`src/rtl/systolic_feeder.sv`:
```
// systolic_feeder: FIFO-buffered operand feeder that skews five byte lanes into a 5x5 systolic array.
// Optional feature macro FEEDER_SKEW_EN: per-lane skew registers plus the FLUSH drain before `done`.

module systolic_feeder #(
    parameter int DEPTH = 4
) (
    input  logic        clk,
    input  logic        clear,
    input  logic        in_valid,
    output logic        in_ready,
    input  logic [39:0] in_data,
    input  logic        in_last,
    output logic [7:0]  data_out1,
    output logic [7:0]  data_out2,
    output logic [7:0]  data_out3,
    output logic [7:0]  data_out4,
    output logic [7:0]  data_out5,
    output logic [4:0]  lane_valid,
    output logic        busy,
    output logic        done
);
    localparam int AW = $clog2(DEPTH);
    localparam logic [AW:0]   FULL_CNT = (AW + 1)'(DEPTH);
    localparam logic [AW:0]   CNT_ONE  = (AW + 1)'(1);
    localparam logic [AW-1:0] PTR_ONE  = AW'(1);

    typedef enum logic [1:0] {IDLE, STREAM, FLUSH} state_t;

    logic [39:0]   mem_data [DEPTH];
    logic          mem_last [DEPTH];
    logic [AW-1:0] wr_ptr, rd_ptr;
    logic [AW:0]   count;
    logic          push, pop, empty, full;
    state_t        state, state_next;
    logic [2:0]    cnt, cnt_next;
    logic          done_next;
    logic [39:0]   s0_data;
    logic          s0_valid;

    assign empty    = (count == '0);
    assign full     = (count == FULL_CNT);
    assign in_ready = !full && !clear;
    assign push     = in_valid && in_ready;
    assign busy     = (state != IDLE) || !empty;

    // NOTE: the storage array is deliberately not cleared; pointers and count alone define
    // which entries are live, so the array can map onto plain RAM.
    always_ff @(posedge clk) begin
        if (push) begin
            mem_data[wr_ptr] <= in_data;
            mem_last[wr_ptr] <= in_last;
        end
    end

    // NOTE: every clocked register uses non-blocking assignment so all flops sample
    // pre-edge values, independent of statement order.
    always_ff @(posedge clk) begin
        if (clear) begin
            wr_ptr <= '0;
            rd_ptr <= '0;
            count  <= '0;
        end else begin
            if (push) wr_ptr <= wr_ptr + PTR_ONE;
            if (pop)  rd_ptr <= rd_ptr + PTR_ONE;
            case ({push, pop})
                2'b10:   count <= count + CNT_ONE;
                2'b01:   count <= count - CNT_ONE;
                default: count <= count;
            endcase
        end
    end

    // NOTE: defaults first, so every path assigns every output and no latch is inferred.
    always_comb begin
        state_next = state;
        cnt_next   = cnt;
        pop        = 1'b0;
        done_next  = 1'b0;
        case (state)
            IDLE, STREAM: begin
                if (!empty) begin
                    pop        = 1'b1;
                    state_next = STREAM;
                    if (mem_last[rd_ptr]) begin
`ifdef FEEDER_SKEW_EN
                        state_next = FLUSH;
                        cnt_next   = 3'd4;
`else
                        state_next = IDLE;
                        done_next  = 1'b1;
`endif
                    end
                end
            end
            FLUSH: begin
                cnt_next = cnt - 3'd1;
                if (cnt == 3'd1) begin
                    state_next = IDLE;
                    done_next  = 1'b1;
                end
            end
            default: state_next = IDLE;
        endcase
    end

    always_ff @(posedge clk) begin
        if (clear) begin
            state <= IDLE;
            cnt   <= '0;
            done  <= 1'b0;
        end else begin
            state <= state_next;
            cnt   <= cnt_next;
            done  <= done_next;
        end
    end

    // Stage 0: popped vector or an all-zero bubble.
    always_ff @(posedge clk) begin
        if (clear) begin
            s0_data  <= '0;
            s0_valid <= 1'b0;
        end else begin
            s0_data  <= pop ? mem_data[rd_ptr] : '0;
            s0_valid <= pop;
        end
    end

`ifdef FEEDER_SKEW_EN
    // Each stage carries only the lanes still waiting, so lane k leaves after k-1 stages.
    logic [31:0] sk1_data;
    logic [23:0] sk2_data;
    logic [15:0] sk3_data;
    logic [7:0]  sk4_data;
    logic [4:1]  sk_valid;

    always_ff @(posedge clk) begin
        if (clear) begin
            sk1_data <= '0;
            sk2_data <= '0;
            sk3_data <= '0;
            sk4_data <= '0;
            sk_valid <= '0;
        end else begin
            sk1_data <= s0_data[39:8];
            sk2_data <= sk1_data[31:8];
            sk3_data <= sk2_data[23:8];
            sk4_data <= sk3_data[15:8];
            sk_valid <= {sk_valid[3:1], s0_valid};
        end
    end

    assign data_out1  = s0_data[7:0];
    assign data_out2  = sk1_data[7:0];
    assign data_out3  = sk2_data[7:0];
    assign data_out4  = sk3_data[7:0];
    assign data_out5  = sk4_data;
    assign lane_valid = {sk_valid, s0_valid};
`else
    assign data_out1  = s0_data[7:0];
    assign data_out2  = s0_data[15:8];
    assign data_out3  = s0_data[23:16];
    assign data_out4  = s0_data[31:24];
    assign data_out5  = s0_data[39:32];
    assign lane_valid = {5{s0_valid}};
`endif

endmodule
```
`config.mk`:
```
export PLATFORM = sky130hd
export DESIGN_NAME = systolic_feeder
export DESIGN_NICKNAME = d
export VERILOG_FILES = /design/src/rtl/systolic_feeder.sv
export SDC_FILE = /design/constraint.sdc
export NUM_CORES = 1
export LEC_CHECK = 0
export CAP_MARGIN = 20
export CORE_MARGIN = 2
export CORE_UTILIZATION = 45
export CTS_CLUSTER_DIAMETER = 100
export CTS_CLUSTER_SIZE = 12
export DETAILED_ROUTE_END_ITERATION = 6
export DONT_BUFFER_PORTS = 1
export SLEW_MARGIN = 10
export SYNTH_ARGS = -nofsm -noshare
export SYNTH_HDL_FRONTEND = slang
export SYNTH_SLANG_ARGS = --single-unit
```
`constraint.sdc`:
```
create_clock -name clk -period 7.15 [get_ports clk]
set_clock_uncertainty 0.05 [all_clocks]
set_input_delay 0.715 -clock clk [delete_from_list [all_inputs] [get_ports clk]]
set_output_delay 0.715 -clock clk [all_outputs]
set_load 0.01 [all_outputs]
```
---- Word-level counts from Yosys, hierarchy flattened ----
Memory sizes are Yosys's and may differ from the RTL's. A register that Yosys moved wholly into a read port is not among the register bits.
Index checks and enable logic that the tools add are counted.
storage, ports and cells
  logic and storage cells ................. 51
  output and inout bits ................... 48
  memories kept ........................... 2
  bits in read-only memories .............. 0
  register bits after elaboration ......... 14
  latch bits .............................. 0
  bits in writable memories ............... 164
cells by class
  div/mod/pow operators ................... 0
  eq/ne operators ......................... 8
  shift operators ......................... 0
  magnitude comparators ................... 0
  bitwise logic cells ..................... 1
  add/sub/neg operators ................... 5
  reductions and logical operators ........ 13
  multipliers ............................. 0
  muxes and demuxes ....................... 15
memories
  memory    words  width  rd ports  clocked after Yosys merged registers in  wr ports  RTL line  source
  mem_data  4      40     1         1                                        1         29        logic [39:0] mem_data [DEPTH];
  mem_last  4      1      1         1                                        1         30        logic mem_last [DEPTH];
operators with widths
  cell                                                                   count
  1-bit two-way mux                                                      8
  2-bit two-way mux                                                      4
  3-bit one-hot mux with 2 select lines                                  1
  3-bit by 1-bit subtractor with 3-bit output, second input constant     2
  2-bit by 1-bit adder with 2-bit output, second input constant          2
  2-bit by 1-bit equality test with 1-bit output, second input constant  2
  2-bit equality test, second input constant                             2
  2-bit inequality test, second input constant                           2
  2-bit one-hot mux with 2 select lines                                  1
  2-bit nonzero test                                                     2
  2-bit OR reduction                                                     2
  3-bit by 1-bit adder with 3-bit output, second input constant          1
  3-bit by 1-bit equality test with 1-bit output, second input constant  1
  3-bit equality test, second input constant                             1
  1-bit logical NOT                                                      3
  3-bit logical NOT                                                      1
  1-bit logical AND                                                      2
  2-bit logical NOT                                                      1
  1-bit one-hot mux with 2 select lines                                  1
  2-bit AND reduction                                                    1
  1-bit logical OR                                                       1
  1-bit NOT                                                              1

---- Logic depth before layout (Yosys ltp) ----
Gate-level depths: netlist of the first run.
  depth in word-level cells ............... 6
  mapped depth ............................ 9
  depth with buffers taken out ............ 9

---- Worst setup path after synthesis of the first run ----
No wires, ideal clock.
  kind .................................... input -> register
  from .................................... in clear
  to ...................................... mem mem_data[0][0] (enable)
  arrival ................................. 2.096 ns
  path buffers ............................ 0
  library setup time ...................... 0.402 ns
  slack ................................... 4.601 ns
  stages .................................. 2
  cell sequence ........................... nor3b_2 -> and2_1
on the way
  word-level cells in the longest chain between the ends .. 5
ends and longest elaborated chain
  what                                     RTL line  source
  start, declared                          8         input logic clear,
  1-bit logical NOT                        42        assign in_ready = !full && !clear;
  1-bit logical AND                        42
  1-bit logical AND                        43        assign push = in_valid && in_ready;
  1-bit two-way mux                        49        if (push) begin
  1-bit two-way mux (implied by the code)  50        mem_data[wr_ptr] <= in_data;
  end, declared                            29
Every way passes these cells.

---- Worst setup path after layout of the first run ----
  from .................................... reg count[0]
  to ...................................... reg count[2]
on the way
  word-level cells in the longest chain between the ends .. 6
  elaborated cells between the ends (all ways) .. 13
  classes of those cells .................. 2 x add/sub; 3 x eq/ne; 3 x mux; 5 x reduce/logical
ends and longest elaborated chain
  what                                                                                   RTL line  source
  start, declared                                                                        32        logic [AW:0] count;
  start signal, assigned                                                                 66        2'b10: count <= count + CNT_ONE;
  start signal, assigned                                                                 67        2'b01: count <= count - CNT_ONE;
  start signal, assigned                                                                 68        default: count <= count;
  3-bit equality test                                                                    41        assign full = (count == FULL_CNT);
  1-bit logical NOT                                                                      42
  1-bit logical AND                                                                      42
  1-bit logical AND                                                                      43
  2-bit by 1-bit equality test with 1-bit output or 2-bit equality test (tied branches)  65        case ({push, pop})
  3-bit one-hot mux with 2 select lines or 2-bit nonzero test (tied branches)            --
Several ways; a longest one is shown, not always the timed one.
A chain may end at the register's enable or synchronous reset.

==> summary.txt, run 1 <==
Run status
  • Outcome: finished, final reports clean

Critical path
  • Startpoint types: flip-flop
  • Slowest stage delay, CP: between 0.4 and 0.5 ns
  • CP endpoint: count[2]$_SDFFE_PP0P_
  • Top cell family by delay on the critical path: adder cells
  • RR Endpoint: count[2]$_SDFFE_PP0P_
  • Critical path arrival: around 2.8 ns
  • Critical path data required time: ~7.5 ns
  • Flop-to-flop setup slack: 4.69 ns
  • CP most frequent cell: inv_1
  • Buf+Inv Stages, Crit Path: 3
  • Crit-path cells: nor3_1 -> inv_1 -> buf_4 -> ha_1 -> inv_1 -> fa_1 -> xor2_1 -> or3_1 -> a21oi_1
  • Critical path class: reg -> reg
  • Worst Setup End Kind: flip-flop
  • Critical path depth in cells: 9
  • Number of cells on the worst reg-to-reg path: 9
  • CP startpoint: count[0]$_SDFFE_PP0P_
  • Largest fanout on the critical path: 45
  • Reg2reg start: count[0]$_SDFFE_PP0P_
  • Crit-path slowest cell: dfxtp_1

Global routing
  • Initial antenna violation count: 0
  • Total gr overflow: 0
  • Largest net degree at the start of global routing: 46
  • Vias in the first global route: 3495
  • First-pass GRT wire length: 19.7 mm
  • Gr usage total: 0.146

Synth
  • Cell area after synthesis: around 7600 µm²
  • Sequential-to-total area share from yosys stat: 0.780
  • Average cell area after synthesis: 20.8 µm²
  • YS warnings: 0
  • Yosys reg bits: between 200 and 250
  • Unique masters post-synth: 27
  • Syn_nets: 417
  • Ranking of synthesized cells by area: edfxtp_1, dfxtp_1, mux4_2
  • Leading area contributor after synthesis: edfxtp_1
  • Top-area cell type share of the netlist area: 0.644
  • Post-Synthesis Cells: 367

Clock tree
  • Clock slew seen by the registers of the worst setup and hold paths: 0.06 ns
  • CTS tree: built
  • Clock Sinks: 216
  • CTS Buffer Depth: 3
  • # hold bufs at CTS: 0
  • H-tree depth: 1
  • Root buffer cell: clkbuf_16
  • Post-CTS Setup Bufs: 0
  • Num CTS Buffers: 21
  • PostCTS Resize Cnt: 0
  • Skew-Pair Late Insertion Delay: about 0.48 ns

Power
  • Sw Ratio: 0.251
  • Leak: 0.00285 µW
  • Cell Pwr Density: between 300 and 400 nW/µm²
  • Pint: 2290 µW
  • VDD IR max: 0.227 mV
  • Sw Pwr: 766 µW
  • Clock network fraction of total power: 0.312
  • Seq pwr share: 0.549
  • Power share of the combinational group: 0.139

Floorplan
  • Die Width: around 130 µm
  • Die span in y: 134 µm
  • Initial core utilization: 0.461
  • Cell Rows: 47
  • Io pins: between 90 and 100
  • Die area: 18000 µm²
  • Core area: 16600 µm²

Detailed routing
  • Final wirelength: 12.9 mm
  • Drt first pass iters: 4
  • Antenna Nets Post-Route: 0
  • DR DRC count: 0
  • Drt wl/cell: 21.3 µm
  • Vias: around 3200
  • Vias per cell: around 5.3
  • DRT iter0 DRCs: 137

Timing
  • Fin crit period: 2.46 ns
  • Slew Limit Headroom: 0.420
  • Crit share post-route: 0.345
  • Final setup viols: 0
  • RSZ-0062 raised after global routing: false
  • Slew @ Worst Pin: roughly 0.87 ns
  • Slew Limit Fails: 0
  • TNS Setup: 0 ns
  • Fmax achieved: 406 MHz
  • Fin. Hold Viols: 0

Cells and area
  • Most frequent cells in the layout: edfxtp_1, dfxtp_1, and3_1
  • Number of diodes: 0
  • Commonest non-fill, non-tap cell in the layout: edfxtp_1
  • Post-route insts no fill: 604
  • Layout Nets: between 400 and 500
  • P&R area growth vs syn: 10.3%
  • Share of cells above drive strength 1: 0.195

Job
  • # Max-Cap Violations: 0

Placed design
  • Placed insts: 568
  • DPL Wire Length: 7.22 mm
  • Final GP Congestion: 0.714
  • Buffers on Ports: 0

Worst hold path
  • Min-delay worst type: in -> reg
## logic make-up (layout without fill, tap and decap cells)
family	Yosys count	count (layout)	share of synthesized area
compound gates	6	6	0.00426
xor+xnor	3	3	0.00344
fa+ha+maj	6	6	0.0108
buf+inv	32	49	0.0285
flops	216	216	0.780
mux	43	43	0.125
simple gates	61	61	0.0481
## flip-flops by register name, indices dropped and copies added (netlist names), named ones only
register / count
s0_valid: 1
mem_last: 4
wr_ptr: 2
mem_data: 160
count: 3
rd_ptr: 2
done: 1
s0_data: 40
state: 1
## power by group through the flow
| stage | sequential (µW) | clock (µW) | combinational, µW |
|---|---|---|---|
| final | 1680 | 955 | 424 |
| after global routing | 1700 | 1030 | 465 |
| after CTS | 1710 | 984 | 408 |
| after detailed placement | 1730 | 0 | 407 |
| after global placement | 1730 | 0 | 393 |
| after floorplan | 1610 | 0 | 455 |
## worst min path at each step
stage,startpoint,to,slack (ns),depth (start not counted)
floorplan,wr_ptr[0]$_SDFFE_PP0P_,wr_ptr[0]$_SDFFE_PP0P_,0.42,1
global placement,count[2]$_SDFFE_PP0P_,count[2]$_SDFFE_PP0P_,0.43,2
detailed placement,wr_ptr[0]$_SDFFE_PP0P_,wr_ptr[0]$_SDFFE_PP0P_,0.46,2
CTS,clear,rd_ptr[0]$_SDFFE_PP0N_,0.22,1
global route,clear,count[2]$_SDFFE_PP0P_,0.23,1
finish,clear,rd_ptr[0]$_SDFFE_PP0N_,0.24,1
## area by class of cell
cell class	instances	area, µm²
Fill cell	1374	8150
Clock buffer	34	574
Sequential cell	216	5970
Multi-Input combinational cell	119	1470
Timing Repair Buffer	7	115
Inverter	8	30.0
Tap cell	220	275
## metal layers
layer,GRT usage,share of wire,up-vias
met3,0.0503,0.076,20
met4,0.0374,0.019,0
met2,0.250,0.50,99
li1,-,-,1449
met1,0.178,0.40,1623
met5,0,0,-
## Yosys cell counts
| master | count |
|---|---|
| edfxtp_1 | 164 |
| dfxtp_1 | 52 |
| and3_1 | 41 |
| mux4_2 | 39 |
| clkbuf_1 | 9 |
| inv_1 | 8 |
| nor2_1 | 8 |
| buf_2 | 5 |
| buf_4 | 5 |
| ha_1 | 5 |
| and2_1 | 4 |
| buf_12 | 4 |
| a21oi_1 | 3 |
| nor3b_1 | 3 |
| xor2_1 | 3 |
| mux4_1 | 2 |
| o21ai_0 | 2 |
| buf_6 | 1 |
| fa_1 | 1 |
| mux2_2 | 1 |
| mux2i_1 | 1 |
| nand2_1 | 1 |
| nand2b_1 | 1 |
| nor3_1 | 1 |
| nor3b_2 | 1 |
| o31ai_1 | 1 |
| or3_1 | 1 |
## through the flow
step / util / hold slack, ns / setup WS, ns / instance area (µm²) / power, µW
5_1_grt: 0.508 / 0.231 / 4.53 / 8430 / 3200
3_5_place_dp: 0.471 / 0.458 / 4.52 / 7820 / 2140
2_1_floorplan: - / 0.425 / 4.60 / 7640 / 2060
4_1_cts: 0.506 / 0.225 / 4.66 / 8390 / 3100
6_report: 0.508 / 0.244 / 4.69 / 8430 / 3060
3_3_place_gp: 0.468 / 0.433 / 4.56 / 7760 / 2120
No activity file was read; power rests on OpenSTA's default activity.
==> inputs of run 2 (changes only) <==
==> constraint.sdc (replaced) <==
create_clock -name clk -period 2.05 [get_ports clk]
set_clock_uncertainty 0.05 [all_clocks]
set_input_delay 0.205 -clock clk [delete_from_list [all_inputs] [get_ports clk]]
set_output_delay 0.205 -clock clk [all_outputs]
set_load 0.01 [all_outputs]
==> run 2 against run 1 <==
  * Final cell count grew 9.9%
  * Global-route usage is 1.3 points higher
  * Die area stayed put
  * Critical path type unchanged
==> summary.txt, run 2 (synthesis results as in run 1) <==
Clock tree
  • Clock slew seen by the registers of the worst setup and hold paths: 0.06 ns (about the same)
  • Num CTS Buffers: 21 (unchanged)
  • H-tree depth: 1 (unchanged)
  • Root buffer cell: clkbuf_16
  • CTS Buffer Depth: 3 (unchanged)
  • Clock Sinks: 216 (unchanged)
  • Skew-Pair Late Insertion Delay: 0.48 ns (about the same)
  • CTS tree: built

Timing
  • RSZ-0062 raised after global routing: true
  • Fin crit period: 2.05 ns (-0.418 ns)
  • Fin. Hold Viols: 0 (unchanged)
  • Crit share post-route: 0.998 (+0.653)
  • Worst setup margin: 0.00421 ns (-4.68 ns)
  • Slew Limit Fails: 0 (unchanged)
  • Slew @ Worst Pin: 0.482 ns (-0.388 ns)
  • Slew Limit Headroom: 0.678 (+0.259)
  • Final setup viols: 0 (unchanged)
  • Fmax achieved: 489 MHz (+20%)

Floorplan
  • Die Width: 134 µm (unchanged)
  • Core area: 16600 µm² (unchanged)
  • Initial core utilization: 0.461 (unchanged)
  • Io pins: 92 (unchanged)
  • Die area: 18000 µm² (unchanged)
  • Die span in y: 134 µm (unchanged)
  • Cell Rows: 47 (unchanged)

Placed design
  • Final GP Congestion: 0.729 (+2.2%)
  • Placed insts: 580 (+2.1%)
  • Buffers on Ports: 0 (unchanged)
  • DPL Wire Length: 7.98 mm (+11%)
  • Worst slack at placement: -0.0732 ns (-4.59 ns)
  • Post-DP Area: 7980 µm² (+2.0%)

Cells and area
  • Post-route insts no fill: 664 (+9.9%)
  • Commonest non-fill, non-tap cell in the layout: edfxtp_1
  • Post-layout util: 0.546 (+0.0374)
  • Most frequent cells in the layout: edfxtp_1, dfxtp_1, dlygate4sd3_1
  • P&R area growth vs syn: 18.4%
  • Layout Nets: 479 (+13%)
  • Post-route cell area: 9050 µm² (+7.4%)
  • Largest regs: mem_data x160, s0_data x40, mem_last x4
  • Max reg flops: 160 (unchanged)
  • Largest register by flop count: mem_data
  • Fill cells: 1328 (-3.3%)
  • Share of cells above drive strength 1: 0.219 (+0.0236)

Power
  • VDD IR max: 0.703 mV (+210%)
  • Leak: 0.00312 µW (+9.4%)
  • Cell Pwr Density: 1220 nW/µm² (+240%)

Detailed routing
  • Drt wl/cell: 21.1 µm (-1.2%)
  • Drt first pass iters: 6 (+2)
  • DRT iter0 DRCs: 211 (+54%)
  • Final wirelength: 14.0 mm (+8.6%)
  • Vias: 3553 (+11%)
  • Antenna Nets Post-Route: 0 (unchanged)
  • Vias per cell: 5.35 (+1.3%)
  • DR DRC count: 0 (unchanged)

Critical path
  • Crit-path cells: nor3_1 -> inv_1 -> ha_4 -> inv_1 -> fa_2 -> xor2_1 -> or3_4 -> a21oi_2
  • Crit-path slowest cell: nor3_1
  • Startpoint types: flip-flop
  • Top cell family by delay on the critical path: simple AND/OR/NAND/NOR gates
  • Buf+Inv Stages, Crit Path: 2 (-1)
  • Critical path class: reg -> reg
  • Worst Setup End Kind: flip-flop
  • Critical path arrival: 2.41 ns (-0.41 ns)
  • CP most frequent cell: inv_1
  • Critical path data required time: 2.41 ns (-5.10 ns)
  • Slowest stage delay, CP: 0.38 ns (-0.06 ns)
  • Largest fanout on the critical path: 3 (-93%)

Global routing
  • Total gr overflow: 0 (unchanged)
  • Gr usage total: 0.159 (+0.0130)
  • First-pass GRT wire length: 21.9 mm (+11%)
  • Vias in the first global route: 3836 (+9.8%)
  • Largest net degree at the start of global routing: 45 (-2.2%)
  • Initial antenna violation count: 1 (+1)

Worst hold path
  • Min-delay worst type: in -> reg

Job
  • # Max-Cap Violations: 0 (unchanged)

Run status
  • Outcome: finished, final reports clean
-- run 2: repair_timing --
item,in CTS,in global routing
hold buffers,42,0
setup endpoints to repair,1,1
gates resized for setup,6,4
endpoints found under the hold margin,173,0
buffers inserted,1,3
pin swaps,1,4
-- run 2: area by class of cell --
type / count / area [µm²] / area share
tap: 220 / 275 / 0.0304
antenna: 1 / 2.50 / 0.000276
timing repair buffer: 63 / 678 / 0.0749
inverter: 8 / 30.0 / 0.00332
sequential: 216 / 5980 / 0.661
clock buffer: 37 / 586 / 0.0647
multi-input combinational: 119 / 1500 / 0.166
-- run 2: tightest hold or removal path, stage by stage --
cell,delay (ns)
nor3b_2,0.03
buf_4,0.15
mux2i_1,0.12
-- run 2: per-layer routing --
metal  vias to the layer above  wire [µm]  global-route usage
li1                       1564          -                   -
met1                      1858       6030               0.209
met2                       103       6980               0.271
met3                        28        750              0.0355
met4                         0        233              0.0392
met5                         -          0                   0
-- run 2: power by group --
| group | switching [µW] | internal (µW) | total (µW) |
|---|---|---|---|
| Clock | 1460 | 1920 | 3380 |
| Sequential | 395 | 5260 | 5660 |
| Combinational | 978 | 1020 | 2000 |
| Total | 2830 | 8200 | 11000 |
-- run 2: path summary, 6_finish.rpt --
path,startpoint,endpoint,slack [ns],cells past startpoint
worst max register to register,count[0]$_SDFFE_PP0P_,count[2]$_SDFFE_PP0P_,0.004,8
worst min-delay path,clear,wr_ptr[0]$_SDFFE_PP0P_,0.01,3
worst min register to register,wr_ptr[0]$_SDFFE_PP0P_,wr_ptr[0]$_SDFFE_PP0P_,0.50,2
worst max-delay path,count[0]$_SDFFE_PP0P_,count[2]$_SDFFE_PP0P_,0.004,8
-- run 2: metrics by stage --
step | hold slack [ns] | power [µW] | TNS (ns)
detailed placement | 0.228 | 7600 | -0.0732
CTS | 0.00507 | 11100 | 0
finish | 0.0139 | 11000 | 0
global placement | 0.223 | 7550 | 0
floorplan | 0.254 | 7220 | 0
global route | 0.0144 | 11600 | -0.0973
==> inputs of run 3 (changes only) <==
--- a/config.mk
+++ b/config.mk
@@ -8,10 +8,10 @@
 export CAP_MARGIN = 20
 export CORE_MARGIN = 2
 export CORE_UTILIZATION = 45
-export CTS_CLUSTER_DIAMETER = 100
+export CTS_CLUSTER_DIAMETER = 40
 export CTS_CLUSTER_SIZE = 12
 export DETAILED_ROUTE_END_ITERATION = 6
-export DONT_BUFFER_PORTS = 1
+export PLACE_DENSITY = 0.69
 export SLEW_MARGIN = 10
 export SYNTH_ARGS = -nofsm -noshare
 export SYNTH_HDL_FRONTEND = slang
==> run 3 against run 2 <==
  * Core utilization increased by 4.5 points
  * Final cell count increased by 8.9%
  * Combinational power increased by 37%
  * Non-clock buffer count increased by 50
  * Via count increased by 4.8%
  * Final area increased by 8.3%
  * Critical path type unchanged
  * Highest routed layer unchanged
==> summary.txt, run 3 (synthesis results as in run 1) <==
Timing
  • Worst setup margin: 0.0290 ns (+0.0248 ns)
  • RSZ-0062 raised after global routing: true
  • Crit share post-route: 0.986 (-0.0121)
  • TNS Setup: 0 ns (unchanged)
  • Fmax achieved: 495 MHz (+1.2%)
  • Slew Limit Headroom: 0.695 (+0.0166)
  • Slew @ Worst Pin: 0.454 ns (-0.0282 ns)
  • Fin crit period: 2.02 ns (-0.0248 ns)
  • Fin. Hold Viols: 0 (unchanged)
  • Final setup viols: 0 (unchanged)
  • Slew Limit Fails: 0 (unchanged)

Floorplan
  • Die span in y: 134 µm (unchanged)
  • Die area: 18000 µm² (unchanged)
  • Io pins: 92 (unchanged)
  • Cell Rows: 47 (unchanged)
  • Die Width: 134 µm (unchanged)
  • Initial core utilization: 0.461 (unchanged)
  • Core area: 16600 µm² (unchanged)

Critical path
  • RR Endpoint: count[2]$_SDFFE_PP0P_
  • Critical path arrival: 2.41 ns (about the same)
  • Flop-to-flop setup slack: 0.03 ns (+0.02 ns)
  • Number of cells on the worst reg-to-reg path: 9 (+1)
  • Largest fanout on the critical path: 4 (+1)
  • Slowest stage delay, CP: 0.37 ns (about the same)
  • Top cell family by delay on the critical path: simple AND/OR/NAND/NOR gates
  • Reg2reg start: count[1]$_SDFFE_PP0P_
  • Crit-path slowest cell: dfxtp_4
  • Buf+Inv Stages, Crit Path: 2 (unchanged)
  • Worst Setup End Kind: flip-flop
  • Critical path data required time: 2.44 ns (+0.03 ns)
  • Crit-path cells: nor3b_4 -> nor3b_2 -> inv_1 -> ha_2 -> inv_2 -> fa_2 -> xor2_2 -> or3_1 -> a21oi_1
  • Critical path class: reg -> reg
  • Startpoint types: flip-flop

Cells and area
  • Largest register by flop count: mem_data
  • Area of the multi-input gates: 1500 µm² (-0.42%)
  • Register Area: 5980 µm² (unchanged)
  • Post-route cell area: 9800 µm² (+8.3%)
  • Post-route insts no fill: 723 (+8.9%)
  • P&R area growth vs syn: 28.2%
  • Fill cells: 1224 (-7.8%)
  • Share of cells above drive strength 1: 0.235 (+0.0156)
  • Max reg flops: 160 (unchanged)
  • Layout Nets: 534 (+11%)
  • Largest regs: mem_data x160, s0_data x40, mem_last x4
  • Commonest non-fill, non-tap cell in the layout: edfxtp_1
  • Number of diodes: 0 (-1)
  • Most frequent cells in the layout: edfxtp_1, clkdlybuf4s50_1, dfxtp_1

Global routing
  • Vias in the first global route: 4016 (+4.7%)
  • Largest net degree at the start of global routing: 45 (unchanged)
  • First-pass GRT wire length: 22.0 mm (+0.60%)
  • Gr usage total: 0.160 (+0.000619)
  • Initial antenna violation count: 0 (-1)
  • Total gr overflow: 0 (unchanged)

Worst hold path
  • Hold path cells: 1 (-2)
  • Hold Path Origin: in_data[12]
  • Worst Hold End: mem_data[3][12]$_DFFE_PP_
  • Min-delay worst type: in -> reg

Clock tree
  • Clock slew seen by the registers of the worst setup and hold paths: 0.06 ns (about the same)
  • Root buffer cell: clkbuf_16
  • H-tree depth: 1 (unchanged)
  • CTS tree: built
  • Clock Sinks: 216 (unchanged)
  • Num CTS Buffers: 26 (+24%)
  • Skew-Pair Late Insertion Delay: 0.51 ns (+0.03 ns)
  • CTS Buffer Depth: 3 (unchanged)

Power
  • Tot Pwr: 12500 µW (+13%)
  • Cell Pwr Density: 1270 nW/µm² (+4.4%)
  • VDD IR max: 0.703 mV (about the same)
  • Leak: 0.00340 µW (+8.9%)

Detailed routing
  • Wl on met1: 5.77 mm (-4.4%)
  • Met2 wire length: 7.25 mm (+3.8%)
  • Final wirelength: 14.0 mm (+0.21%)
  • Vias: 3725 (+4.8%)
  • DRT iter0 DRCs: 241 (+14%)
  • Antenna Nets Post-Route: 0 (unchanged)
  • Drt first pass iters: 6 (unchanged)
  • Vias per cell: 5.15 (-3.7%)
  • Drt wl/cell: 19.4 µm (-8.0%)
  • DR DRC count: 0 (unchanged)
  • Metal3 WL: 750 µm (unchanged)
  • Top routing layer in use: met4

Placed design
  • Final GP Congestion: 0.756 (+3.7%)
  • Post-DP Area: 8950 µm² (+12%)
  • Placed insts: 674 (+16%)
  • DPL Wire Length: 8.32 mm (+4.2%)
  • Worst slack at placement: -0.100 ns (-0.0269 ns)
  • Buffers on Ports: 91 (+91)

Run status
  • Outcome: finished, final reports clean

Job
  • # Max-Cap Violations: 0 (unchanged)
run 3: cell types whose count changed in the layout (fill, tap and decap cells not counted), sizes merged:
cell	before	now
diode	1	0
buf	21	22
clkinvlp	0	5
dlygate4sd3	42	0
inv	8	10
clkinv	0	4
clkdlybuf4s50	0	91
clkbuf	37	36
run 3: report_power, final:
group	total, µW	switching (µW)	leakage, µW	internal [µW]
sequential	5530	276	0.00192	5260
combinational	2740	1160	0.00110	1580
clock	4200	1700	0.000381	2500
run 3: how the worst max path moves through the flow:
stage                                     start               endpoint  slack [ns]  depth (start not counted)
after floorplan           count[1]$_SDFFE_PP0P_  count[2]$_SDFFE_PP0P_        0.01                          9
after global placement                    clear  count[2]$_SDFFE_PP0P_       -0.04                          9
after detailed placement                  clear  count[2]$_SDFFE_PP0P_       -0.10                          9
after CTS                 count[2]$_SDFFE_PP0P_  count[2]$_SDFFE_PP0P_       -0.05                          9
after global routing      count[0]$_SDFFE_PP0P_                   busy        -0.1                          3
final                     count[1]$_SDFFE_PP0P_  count[2]$_SDFFE_PP0P_        0.03                          9
run 3: cell type report:
class | instances | share of cell area
Clock inverter | 11 | 0.00804
Tap cell | 220 | 0.0281
Sequential cell | 216 | 0.610
Inverter | 8 | 0.00306
Clock buffer | 36 | 0.0744
Multi-Input combinational cell | 119 | 0.153
Timing Repair Buffer | 113 | 0.124
run 3: what timing repair did:
item                                    4_1_cts  5_1_grt
endpoints found under the setup margin        2        3
pin swaps                                     0        2
hold buffers                                  0        0
gates resized for setup                       0       10
cloned                                        0        0
setup buffers                                 0        2
run 3: worst register-to-register path: stages, from the launching register on:
cell     delay (ns)
dfxtp_4        0.37
nor3b_4        0.21
nor3b_2        0.07
inv_1          0.07
ha_2           0.19
inv_2          0.04
fa_2           0.34
xor2_2         0.16
or3_1          0.31
a21oi_1        0.14
run 3: routing by layer:
metal	track usage	up-vias
met4	0.0433	0
met3	0.0351	21
met5	0	-
li1	-	1680
met1	0.203	1918
met2	0.279	106
run 3: metrics by stage:
stage          hold slack (ns)   util
2_1_floorplan            0.254      -
3_3_place_gp             0.439  0.540
3_5_place_dp             0.484  0.540
4_1_cts                  0.256  0.588
5_1_grt                  0.285  0.591
6_report                 0.279  0.591
